===== src/rtl/fetch_seq_if.sv =====
// Producer/consumer bundle between the fetch sequencer, program memory
// and the microcode decoder.
interface fetch_seq_if #(
  parameter int ADDR_W = 16
);
  logic              mem_req;
  logic [ADDR_W-1:0] mem_addr;
  logic              mem_ack;
  logic [7:0]        mem_data;
  logic [7:0]        insn;
  logic [7:0]        d1;
  logic [7:0]        d2;
  logic [7:0]        d3;
  logic [2:0]        is;
  logic              exec;
  logic [1:0]        len;
  logic              pc_lrc;
  logic              pc_ini;
  logic              pc_cub;
  logic [ADDR_W-1:0] jmp_addr;
  logic [ADDR_W-1:0] pc;
  logic              ovf;

  modport master (
    output mem_req, mem_addr, insn, d1, d2, d3, is, exec, pc, ovf,
    input  mem_ack, mem_data, len, pc_lrc, pc_ini, pc_cub, jmp_addr
  );

  modport slave (
    input  mem_req, mem_addr, insn, d1, d2, d3, is, exec, pc, ovf,
    output mem_ack, mem_data, len, pc_lrc, pc_ini, pc_cub, jmp_addr
  );
endinterface


===== src/rtl/fetch_seq.sv =====
// Instruction fetch and step sequencer: reads opcode plus up to three operand
// bytes over a req/ack bus, then steps the decoder through micro-steps 0..7.
module fetch_seq #(
  parameter int                ADDR_W   = 16,
  parameter logic [ADDR_W-1:0] RESET_PC = '0
) (
  input logic         clk,
  input logic         rst,
  fetch_seq_if.master bus
);

  typedef enum logic [1:0] {FETCH, DECODE, OPERAND, EXEC} state_t;

  state_t            state;
  logic [ADDR_W-1:0] pc_q;
  logic [7:0]        insn_q;
  logic [7:0]        d1_q;
  logic [7:0]        d2_q;
  logic [7:0]        d3_q;
  logic [2:0]        is_q;
  logic              exec_q;
  logic              req_q;
  logic              ovf_q;
  logic [1:0]        k;
  logic [1:0]        n;
  logic              take;

  // An ack only counts while our own request is outstanding.
  assign take = req_q && bus.mem_ack;

  always_ff @(posedge clk or negedge rst) begin
    if (!rst) begin
      state  <= FETCH;
      pc_q   <= RESET_PC;
      insn_q <= 8'h00;
      d1_q   <= 8'h00;
      d2_q   <= 8'h00;
      d3_q   <= 8'h00;
      is_q   <= 3'd0;
      exec_q <= 1'b0;
      req_q  <= 1'b0;
      ovf_q  <= 1'b0;
      k      <= 2'd0;
      n      <= 2'd0;
    end else begin
      case (state)
        FETCH: begin
          // Only reset lands here with the request still low.
          if (!req_q) begin
            req_q <= 1'b1;
          end else if (take) begin
            insn_q <= bus.mem_data;
            d1_q   <= 8'h00;
            d2_q   <= 8'h00;
            d3_q   <= 8'h00;
            pc_q   <= pc_q + ADDR_W'(1);
            k      <= 2'd0;
            req_q  <= 1'b0;
            state  <= DECODE;
          end
        end
        DECODE: begin
          if (bus.len == 2'd0) begin
            is_q   <= 3'd0;
            exec_q <= 1'b1;
            state  <= EXEC;
          end else begin
            n     <= bus.len;
            req_q <= 1'b1;
            state <= OPERAND;
          end
        end
        OPERAND: begin
          if (take) begin
            case (k)
              2'd0:    d1_q <= bus.mem_data;
              2'd1:    d2_q <= bus.mem_data;
              default: d3_q <= bus.mem_data;
            endcase
            pc_q <= pc_q + ADDR_W'(1);
            k    <= k + 2'd1;
            if ((k + 2'd1) == n) begin
              req_q  <= 1'b0;
              is_q   <= 3'd0;
              exec_q <= 1'b1;
              state  <= EXEC;
            end
          end
        end
        EXEC: begin
          if (bus.pc_lrc) begin
            pc_q   <= bus.jmp_addr;
            is_q   <= 3'd0;
            exec_q <= 1'b0;
            req_q  <= 1'b1;
            state  <= FETCH;
          end else if (bus.pc_ini) begin
            is_q   <= 3'd0;
            exec_q <= 1'b0;
            req_q  <= 1'b1;
            state  <= FETCH;
          end else begin
            if (bus.pc_cub) begin
              pc_q <= pc_q + ADDR_W'(1);
            end
            // Running off the last step aborts the instruction and sticks ovf.
            if (is_q == 3'd7) begin
              ovf_q  <= 1'b1;
              is_q   <= 3'd0;
              exec_q <= 1'b0;
              req_q  <= 1'b1;
              state  <= FETCH;
            end else begin
              is_q <= is_q + 3'd1;
            end
          end
        end
        default: begin
          state <= FETCH;
        end
      endcase
    end
  end

  assign bus.mem_req  = req_q;
  assign bus.mem_addr = pc_q;
  assign bus.insn     = insn_q;
  assign bus.d1       = d1_q;
  assign bus.d2       = d2_q;
  assign bus.d3       = d3_q;
  assign bus.is       = is_q;
  assign bus.exec     = exec_q;
  assign bus.pc       = pc_q;
  assign bus.ovf      = ovf_q;

endmodule


===== src/flat_wrapper.sv =====
// flat-port wrapper written by rule: the top's interface ports become plain ports
module fetch_seq_flat 
#(
  parameter int                ADDR_W   = 16,
  parameter logic [ADDR_W-1:0] RESET_PC = '0
)
  (clk, rst, bus_mem_req, bus_mem_addr, bus_insn, bus_d1, bus_d2, bus_d3, bus_is, bus_exec, bus_pc, bus_ovf, bus_mem_ack, bus_mem_data, bus_len, bus_pc_lrc, bus_pc_ini, bus_pc_cub, bus_jmp_addr);
  fetch_seq_if #(.ADDR_W(ADDR_W)) bus_i ();
  input logic clk;
  input logic rst;
  output wire logic [$bits(bus_i.mem_req)-1:0] bus_mem_req;
  output wire logic [$bits(bus_i.mem_addr)-1:0] bus_mem_addr;
  output wire logic [$bits(bus_i.insn)-1:0] bus_insn;
  output wire logic [$bits(bus_i.d1)-1:0] bus_d1;
  output wire logic [$bits(bus_i.d2)-1:0] bus_d2;
  output wire logic [$bits(bus_i.d3)-1:0] bus_d3;
  output wire logic [$bits(bus_i.is)-1:0] bus_is;
  output wire logic [$bits(bus_i.exec)-1:0] bus_exec;
  output wire logic [$bits(bus_i.pc)-1:0] bus_pc;
  output wire logic [$bits(bus_i.ovf)-1:0] bus_ovf;
  input wire logic [$bits(bus_i.mem_ack)-1:0] bus_mem_ack;
  input wire logic [$bits(bus_i.mem_data)-1:0] bus_mem_data;
  input wire logic [$bits(bus_i.len)-1:0] bus_len;
  input wire logic [$bits(bus_i.pc_lrc)-1:0] bus_pc_lrc;
  input wire logic [$bits(bus_i.pc_ini)-1:0] bus_pc_ini;
  input wire logic [$bits(bus_i.pc_cub)-1:0] bus_pc_cub;
  input wire logic [$bits(bus_i.jmp_addr)-1:0] bus_jmp_addr;
  assign bus_mem_req = bus_i.mem_req;
  assign bus_mem_addr = bus_i.mem_addr;
  assign bus_insn = bus_i.insn;
  assign bus_d1 = bus_i.d1;
  assign bus_d2 = bus_i.d2;
  assign bus_d3 = bus_i.d3;
  assign bus_is = bus_i.is;
  assign bus_exec = bus_i.exec;
  assign bus_pc = bus_i.pc;
  assign bus_ovf = bus_i.ovf;
  assign bus_i.mem_ack = bus_mem_ack;
  assign bus_i.mem_data = bus_mem_data;
  assign bus_i.len = bus_len;
  assign bus_i.pc_lrc = bus_pc_lrc;
  assign bus_i.pc_ini = bus_pc_ini;
  assign bus_i.pc_cub = bus_pc_cub;
  assign bus_i.jmp_addr = bus_jmp_addr;
  fetch_seq #(.ADDR_W(ADDR_W), .RESET_PC(RESET_PC)) u_core (.clk(clk), .rst(rst), .bus(bus_i));
endmodule

===== config.mk =====
export PLATFORM = sky130hd
export DESIGN_NAME = fetch_seq_flat
export DESIGN_NICKNAME = d
export VERILOG_FILES = /design/src/rtl/fetch_seq_if.sv /design/src/rtl/fetch_seq.sv /design/src/flat_wrapper.sv
export SDC_FILE = /design/constraint.sdc
export NUM_CORES = 1
export LEC_CHECK = 0
export BUFFER_PORTS_ARGS = -buffer_cell sky130_fd_sc_hd__buf_2
export CAP_MARGIN = 10
export CORE_UTILIZATION = 55
export DETAILED_ROUTE_END_ITERATION = 8
export GPL_TIMING_DRIVEN = 0
export PLACE_DENSITY = 0.86
export REMOVE_ABC_BUFFERS = 1
export SLEW_MARGIN = 10
export SYNTH_ARGS = -nofsm -noshare
export SYNTH_HDL_FRONTEND = slang
export SYNTH_SLANG_ARGS = --single-unit

===== constraint.sdc =====
create_clock -name clk -period 4.4 [get_ports clk]
set_input_delay 0.44 -clock clk [delete_from_list [all_inputs] [get_ports clk]]
set_output_delay 0.44 -clock clk [all_outputs]
set_load 0.005 [all_outputs]

=== Word level (Yosys, flattened, before mapping) ===
Cells that the tools add are included.

* Muxes and demuxes: 53
* Equality and inequality tests: 18
* $add $sub $neg: 3
* Reduce and logical (&&, ||, !) cells: 20
* Bitwise gates (word level): 3

{| class="wikitable"
|+ Operators with widths
! kind !! count
|-
| $mux W16 || 5
|-
| $mux W8 || 8
|-
| $pmux W16 S3 || 1
|-
| $pmux W8 S2 || 3
|-
| $reduce_and A5 Y1 || 5
|-
| $mux W2 || 10
|-
| $reduce_and A4 Y1 || 5
|-
| $mux W3 || 6
|-
| $add A16 B1 Y16 const B || 1
|-
| $mux W1 || 15
|-
| $ne A2 B1 Y1 const B || 5
|-
| $pmux W3 S3 || 1
|-
| $ne A2 B2 Y1 const B || 4
|-
| $pmux W2 S4 || 1
|-
| $logic_not A2 Y1 || 3
|-
| $ne A3 B3 Y1 const B || 2
|-
| $reduce_bool A3 Y1 || 2
|-
| $eq A2 B1 Y1 const B || 2
|-
| $eq A2 B2 Y1 const B || 2
|-
| $ne A4 B3 Y1 const B || 1
|-
| $pmux W1 S4 || 1
|-
| $pmux W2 S2 || 1
|-
| $add A3 B1 Y3 const B || 1
|-
| $eq A3 B3 Y1 const B || 1
|-
| 9 further kinds || 11
|}

* Word-level logic and storage cells: 109
* Output and inout port bits: 70
* Bits of input ports: 32
* Flip-flop bits (word level): 60

=== Depth between registers and ports, before layout ===
* Word-level depth: 5
* Gate-level depth with buffers: 7

=== Worst setup path after synthesis ===
No wires, ideal clock.

* Path kind: register to register
* From: reg u_core.is_q[0] (netlist: u_core.bus.is[0])
* To: reg u_core.state[1]
* Cell stages (with the launch flop): 7
* Path slack: 2279 ps
* Setup time: 125 ps
* Data required time: 4275 ps
* Arrival time: 1996 ps
* Clock period less this slack: 2121 ps
* Path through: dfrtp_1 > ha_1 > ha_1 > or4b_2 > clkbuf_1 > nand3_1 > mux2_2

* Longest elaborated chain between the ends: 3

{| class="wikitable"
|+ RTL lines
! item !! RTL line !! source
|-
| start: declaration || fetch_seq.sv:20 || <nowiki>logic [2:0] is_q;</nowiki>
|-
| start signal: assignment || fetch_seq.sv:114 || <nowiki>is_q <= is_q + 3'd1;</nowiki>
|-
| $eq A3 B3 Y1 || fetch_seq.sv:107 || <nowiki>if (is_q == 3'd7) begin</nowiki>
|-
| $ne A4 B3 Y1 (no source line) || - ||
|-
| $reduce_and A5 Y1 (no source line) || - ||
|-
| end signal: assignment || fetch_seq.sv:101 || <nowiki>state <= FETCH;</nowiki>
|-
| end signal: assignment || fetch_seq.sv:112 || <nowiki>state <= FETCH;</nowiki>
|-
| end signal: assignment || fetch_seq.sv:119 || <nowiki>state <= FETCH;</nowiki>
|-
| end: declaration || fetch_seq.sv:14 || <nowiki>state_t state;</nowiki>
|}

No other way between the ends.
A chain may end at the register's enable or synchronous reset.

=== Final worst setup path ===
* From: reg u_core.state[0]
* To: reg u_core.pc_q[3] (netlist: u_core.bus.mem_addr[3])

* Longest elaborated chain between the ends: 3
* Elaborated cells between the ends (all ways): 9
* Those cells by class: eq/ne: 5; mux: 1; reduce/logical: 3

{| class="wikitable"
|+ RTL lines
! item !! RTL line !! source
|-
| start signal: assignment || fetch_seq.sv:33 || <nowiki>state <= FETCH;</nowiki>
|-
| start signal: assignment || fetch_seq.sv:59 || <nowiki>state <= DECODE;</nowiki>
|-
| start signal: assignment || fetch_seq.sv:66 || <nowiki>state <= EXEC;</nowiki>
|-
| $eq A2 B2 Y1 or $logic_not A2 Y1 (tied branches) || fetch_seq.sv:46 || <nowiki>case (state)</nowiki>
|-
| $ne A3 B3 Y1 (no source line), or another cell as far along || - ||
|-
| $reduce_and A4 Y1 (no source line) || - ||
|-
| end signal: assignment || fetch_seq.sv:56 || <nowiki>pc_q <= pc_q + ADDR_W'(1);</nowiki>
|-
| end signal: assignment || fetch_seq.sv:80 || <nowiki>pc_q <= pc_q + ADDR_W'(1);</nowiki>
|-
| end signal: assignment || fetch_seq.sv:92 || <nowiki>pc_q <= bus.jmp_addr;</nowiki>
|-
| end: declaration || fetch_seq.sv:15 || <nowiki>logic [ADDR_W-1:0] pc_q;</nowiki>
|}

Several ways; a longest one is shown, not always the timed one.

==> results_tabular.tex <==
\begin{tabular}{lr}
\hline
Metric & Value \\
\hline
\multicolumn{2}{l}{\textbf{Worst setup path}} \\
Startpoint type of the worst setup path & register \\
Type of the worst setup path & register to register \\
Worst Reg-to-Reg Cells & 8 \\
Most Frequent Cell on Critical Path & buf\_2 \\
Critical Path Fanout Max & 20 \\
Worst setup startpoint & u\_core.state[0] \\
Critical Path RT & roughly 4.6 ns \\
Critical Path End Type & register \\
Data arrival at the endpoint of the critical path & 3.04 ns \\
Largest stage delay on the critical path & 0.57 ns \\
Slack of the worst reg-to-reg path & around 1.6 ns \\
List of cells traversed by the critical path & inv\_1, ha\_1, o21ai\_0, a222oi\_1, buf\_2, buf\_2, o21ai\_1, a22o\_1 \\
Standard cell with the maximum stage delay on the critical path & ha\_1 \\
Worst r2r dst & u\_core.bus.mem\_addr[3] \\
Worst flop-to-flop path startpoint & u\_core.state[0] \\
\multicolumn{2}{l}{\textbf{Clocking}} \\
Count of clock tree sinks & 60 \\
Post-CTS Repair Setup Buffers & 0 \\
Number of H-tree branching levels & 3 \\
Worst-Skew Late Latency & $\sim$0.34 ns \\
TritonCTS buffer count & 9 \\
CTS Buffer Depth & 2 \\
Total of cells resized after clock tree synthesis & 0 \\
Clock root buffer master & clkbuf\_8 \\
Clock tree from TritonCTS & built \\
Hold-fix buffers at CTS & 0 \\
Worst-path clk slew & roughly 0.07 ns \\
\multicolumn{2}{l}{\textbf{GRT}} \\
Global Route Usage Sum & 0.244 \\
Number of global-route vias before repair & between 2k and 2.5k \\
Initial antenna violation count & 0 \\
Pin count of the biggest net entering global routing & between 60 and 70 \\
Wire length of the first global-routing pass & around 11,000 um \\
Total congestion overflow after global routing & 0 \\
\multicolumn{2}{l}{\textbf{Pwr}} \\
Maximum VDD drop & 461 uV \\
Power per Cell Area & 734 nW/um2 \\
Tot Pwr & 0.00283 W \\
Leakage power summed over all cells & between 1.5 and 2 nW \\
\multicolumn{2}{l}{\textbf{Synthesis}} \\
Yosys warns & 0 \\
Xor and xnor fraction of the mapped netlist area & 0.00557 \\
Library cells used by synthesis & 50 \\
Cell area after synthesis & about 3100 um2 \\
Portion of synthesized cell area occupied by the leading cell type & 0.477 \\
Proportion of synthesized area in mux cells & 0.138 \\
Gate Count Post-Synth & approximately 300 \\
Main combinational cell family by area after synthesis & simple AND/OR/NAND/NOR gates \\
Share of flip-flops with an asynchronous set or reset & 1.00 \\
\#FFs+latches synth & 60 \\
Top area cells in the synthesized netlist & dfrtp\_1, mux2\_2, ha\_1 \\
Number of flops mapped to enable cells by yosys & 0 \\
Fraction of the mapped netlist area in simple logic gates & 0.140 \\
Post-synthesis share of cell area spent on full adders, half adders and majority gates & 0.0398 \\
Area leader, netlist & dfrtp\_1 \\
Complex-gate fraction of the synthesized area & 0.134 \\
Avg Synthesized Cell Area & between 10 and 15 um2 \\
Synth Flop Type & dfrtp\_1 \\
Portion of the post-synthesis area used by sequential elements & 0.477 \\
\multicolumn{2}{l}{\textbf{Placement}} \\
Post-Place Cell Area & approximately 3600 um2 \\
IO Port Bufs & about 100 \\
Last weighted congestion value of the routability-driven placer & $\sim$0.84 \\
Detailed placer's ending HPWL & between 4000 and 5000 um \\
\multicolumn{2}{l}{\textbf{Timing}} \\
Max frequency & 355 MHz \\
RSZ-0062 raised after global routing & false \\
Post-route fraction of the period consumed by the critical path & 0.640 \\
\# setup viols final & 0 \\
Hold Violations, Final & 0 \\
Fin. max-slew vios & 0 \\
Transition time at the pin with the least slew margin & between 0.8 and 0.9 ns \\
Total negative setup slack & 0 ns \\
Final Critical Period & $\sim$2.8 ns \\
Setup clock skew after layout & between 0.006 and 0.007 ns \\
Worst max-slew margin expressed relative to the limit & 0.417 \\
\multicolumn{2}{l}{\textbf{Detailed routing}} \\
DRT iter0 DRCs & about 290 \\
Total number of vias & 2,619 \\
Mean number of vias per cell & $\sim$5.6 \\
Remaining routing DRC violations & 0 \\
Total wire length after detailed routing & $\sim$7000 um \\
First-pass iteration count of the detailed router & 4 \\
Per-cell routed wire length & approximately 15 um \\
Remaining number of nets flagged by the antenna check after routing & 0 \\
\multicolumn{2}{l}{\textbf{Status}} \\
Outcome & complete, no violations \\
\multicolumn{2}{l}{\textbf{Hold path}} \\
Path category of the worst min-delay check & input pin to async pin \\
\multicolumn{2}{l}{\textbf{Floorplanning}} \\
Area inside the core boundary & between 5000 and 6000 um2 \\
Overall die height & between 70 and 80 um \\
Starting density of the core & 0.571 \\
Number of rows in the core area & 27 \\
I/O pin total & about 100 \\
Total die area & 6030 um2 \\
Horiz. Die Dim & about 78 um \\
\multicolumn{2}{l}{\textbf{Finish}} \\
Nets & about 430 \\
Final non-filler cell area & just under 4000 um2 \\
Synth-to-layout area growth & 22.5\% \\
Diodes inserted & 0 \\
Proportion of layout cells with a drive suffix above 1 & 0.412 \\
Fillcell total & about 460 \\
\multicolumn{2}{l}{\textbf{Job}} \\
Count of maximum capacitance violations & 0 \\
\hline
\end{tabular}
==> worst max-delay path, delay by kind of cell (launching register included) <==
family / cells / cell delay, ns
fa+ha+maj: 1 / 0.57
flops: 1 / 0.41
buf+inv: 3 / 0.66
compound gates: 4 / 1.07
==> report_power, final <==
group	leakage, nW	internal (W)	switching (W)	total [W]
Clock	0.122	0.000391	0.000222	0.000613
Sequential	0.751	0.000774	0.000197	0.000971
Combinational	1.11	0.000599	0.000646	0.00125
Total	1.98	0.00176	0.00106	0.00283
==> cell type report <==
class	count	area [um2]	area share
tap	72	90.1	0.0234
multi-input combinational	202	1440	0.373
timing repair buffer	105	528	0.137
sequential	60	1500	0.389
clock buffer	10	138	0.0357
inverter	13	48.8	0.0127
clock inverter	6	111	0.0289
==> layer usage <==
layer | track usage | up-vias | part of all wire
li1 | - | 1245 | -
met4 | 0.117 | 0 | 0.020
met5 | 0 | - | 0
met2 | 0.398 | 83 | 0.49
met1 | 0.310 | 1277 | 0.44
met3 | 0.0482 | 14 | 0.046
==> cell families after synthesis <==
group / after synthesis
AND/OR/NAND/NOR: 86
multiplexers: 39
buffers and inverters: 39
XOR/XNOR: 2
flip-flops: 60
adder cells (fa/ha/maj): 10
AO/OA/AOI/OAI: 65
==> how the worst max path moves through the flow <==
stage               cells after the start                endpoint  slack, ns
finish                                  8  u_core.bus.mem_addr[3]       1.58
global route                            8  u_core.bus.mem_addr[3]       1.28
CTS                                     8  u_core.bus.mem_addr[3]       1.57
detailed placement                      8  u_core.bus.mem_addr[3]       1.60
global placement                        6  u_core.bus.mem_addr[3]       0.02
floorplan                               6  u_core.bus.mem_addr[3]       0.93
==> placed cells by master (no fill, tap or decap), types with 2 or more instances in the layout <==
master / netlist / layout
a211oi_1: 2 / 2
a21oi_1: 18 / 18
a21oi_2: 2 / 2
a2bb2oi_1: 2 / 2
a311oi_1: 2 / 2
a31o_2: 2 / 2
and2_1: 9 / 9
and3_1: 3 / 3
buf_2: 1 / 104
bufinv_16: 0 / 3
clkbuf_8: 0 / 10
dfrtp_1: 60 / 60
ha_1: 10 / 10
inv_1: 13 / 13
mux2_2: 36 / 36
mux2i_1: 3 / 3
nand2_1: 26 / 26
nand2b_1: 5 / 5
nand3_1: 13 / 13
nand4_1: 3 / 3
nor2_1: 11 / 11
nor2b_1: 2 / 2
nor3_1: 6 / 6
o21a_1: 2 / 2
o21ai_0: 14 / 14
o21ai_1: 3 / 3
o22ai_1: 3 / 3
o31ai_1: 2 / 2
o41ai_1: 2 / 2
==> Yosys cell counts (5+ instances only) <==
master and number:
dfrtp_1 60, mux2_2 36, nand2_1 26, a21oi_1 18, buf_4 16, o21ai_0 14
inv_1 13, nand3_1 13, nor2_1 11, ha_1 10, and2_1 9, clkbuf_1 9
nor3_1 6, nand2b_1 5
==> state kept, by name (all words and copies together), names as in the netlist <==
signal / flops
u_core.bus.d1: 8
u_core.bus.d2: 8
u_core.bus.d3: 8
u_core.bus.exec: 1
u_core.bus.insn: 8
u_core.bus.is: 3
u_core.bus.mem_addr: 16
u_core.bus.mem_req: 1
u_core.bus.ovf: 1
u_core.k: 2
u_core.n: 2
u_core.state: 2
==> per-stage QoR <==
stage	util	cells	setup WS, ns	hold slack (ns)
3_3_place_gp	0.651	448	0.0212	0.454
3_5_place_dp	0.655	452	1.60	0.460
2_1_floorplan	-	275	0.932	0.144
4_1_cts	0.700	468	1.57	0.197
6_report	0.700	468	1.58	0.172
5_1_grt	0.700	468	1.28	0.232
No activity file was read; power rests on OpenSTA's default activity.
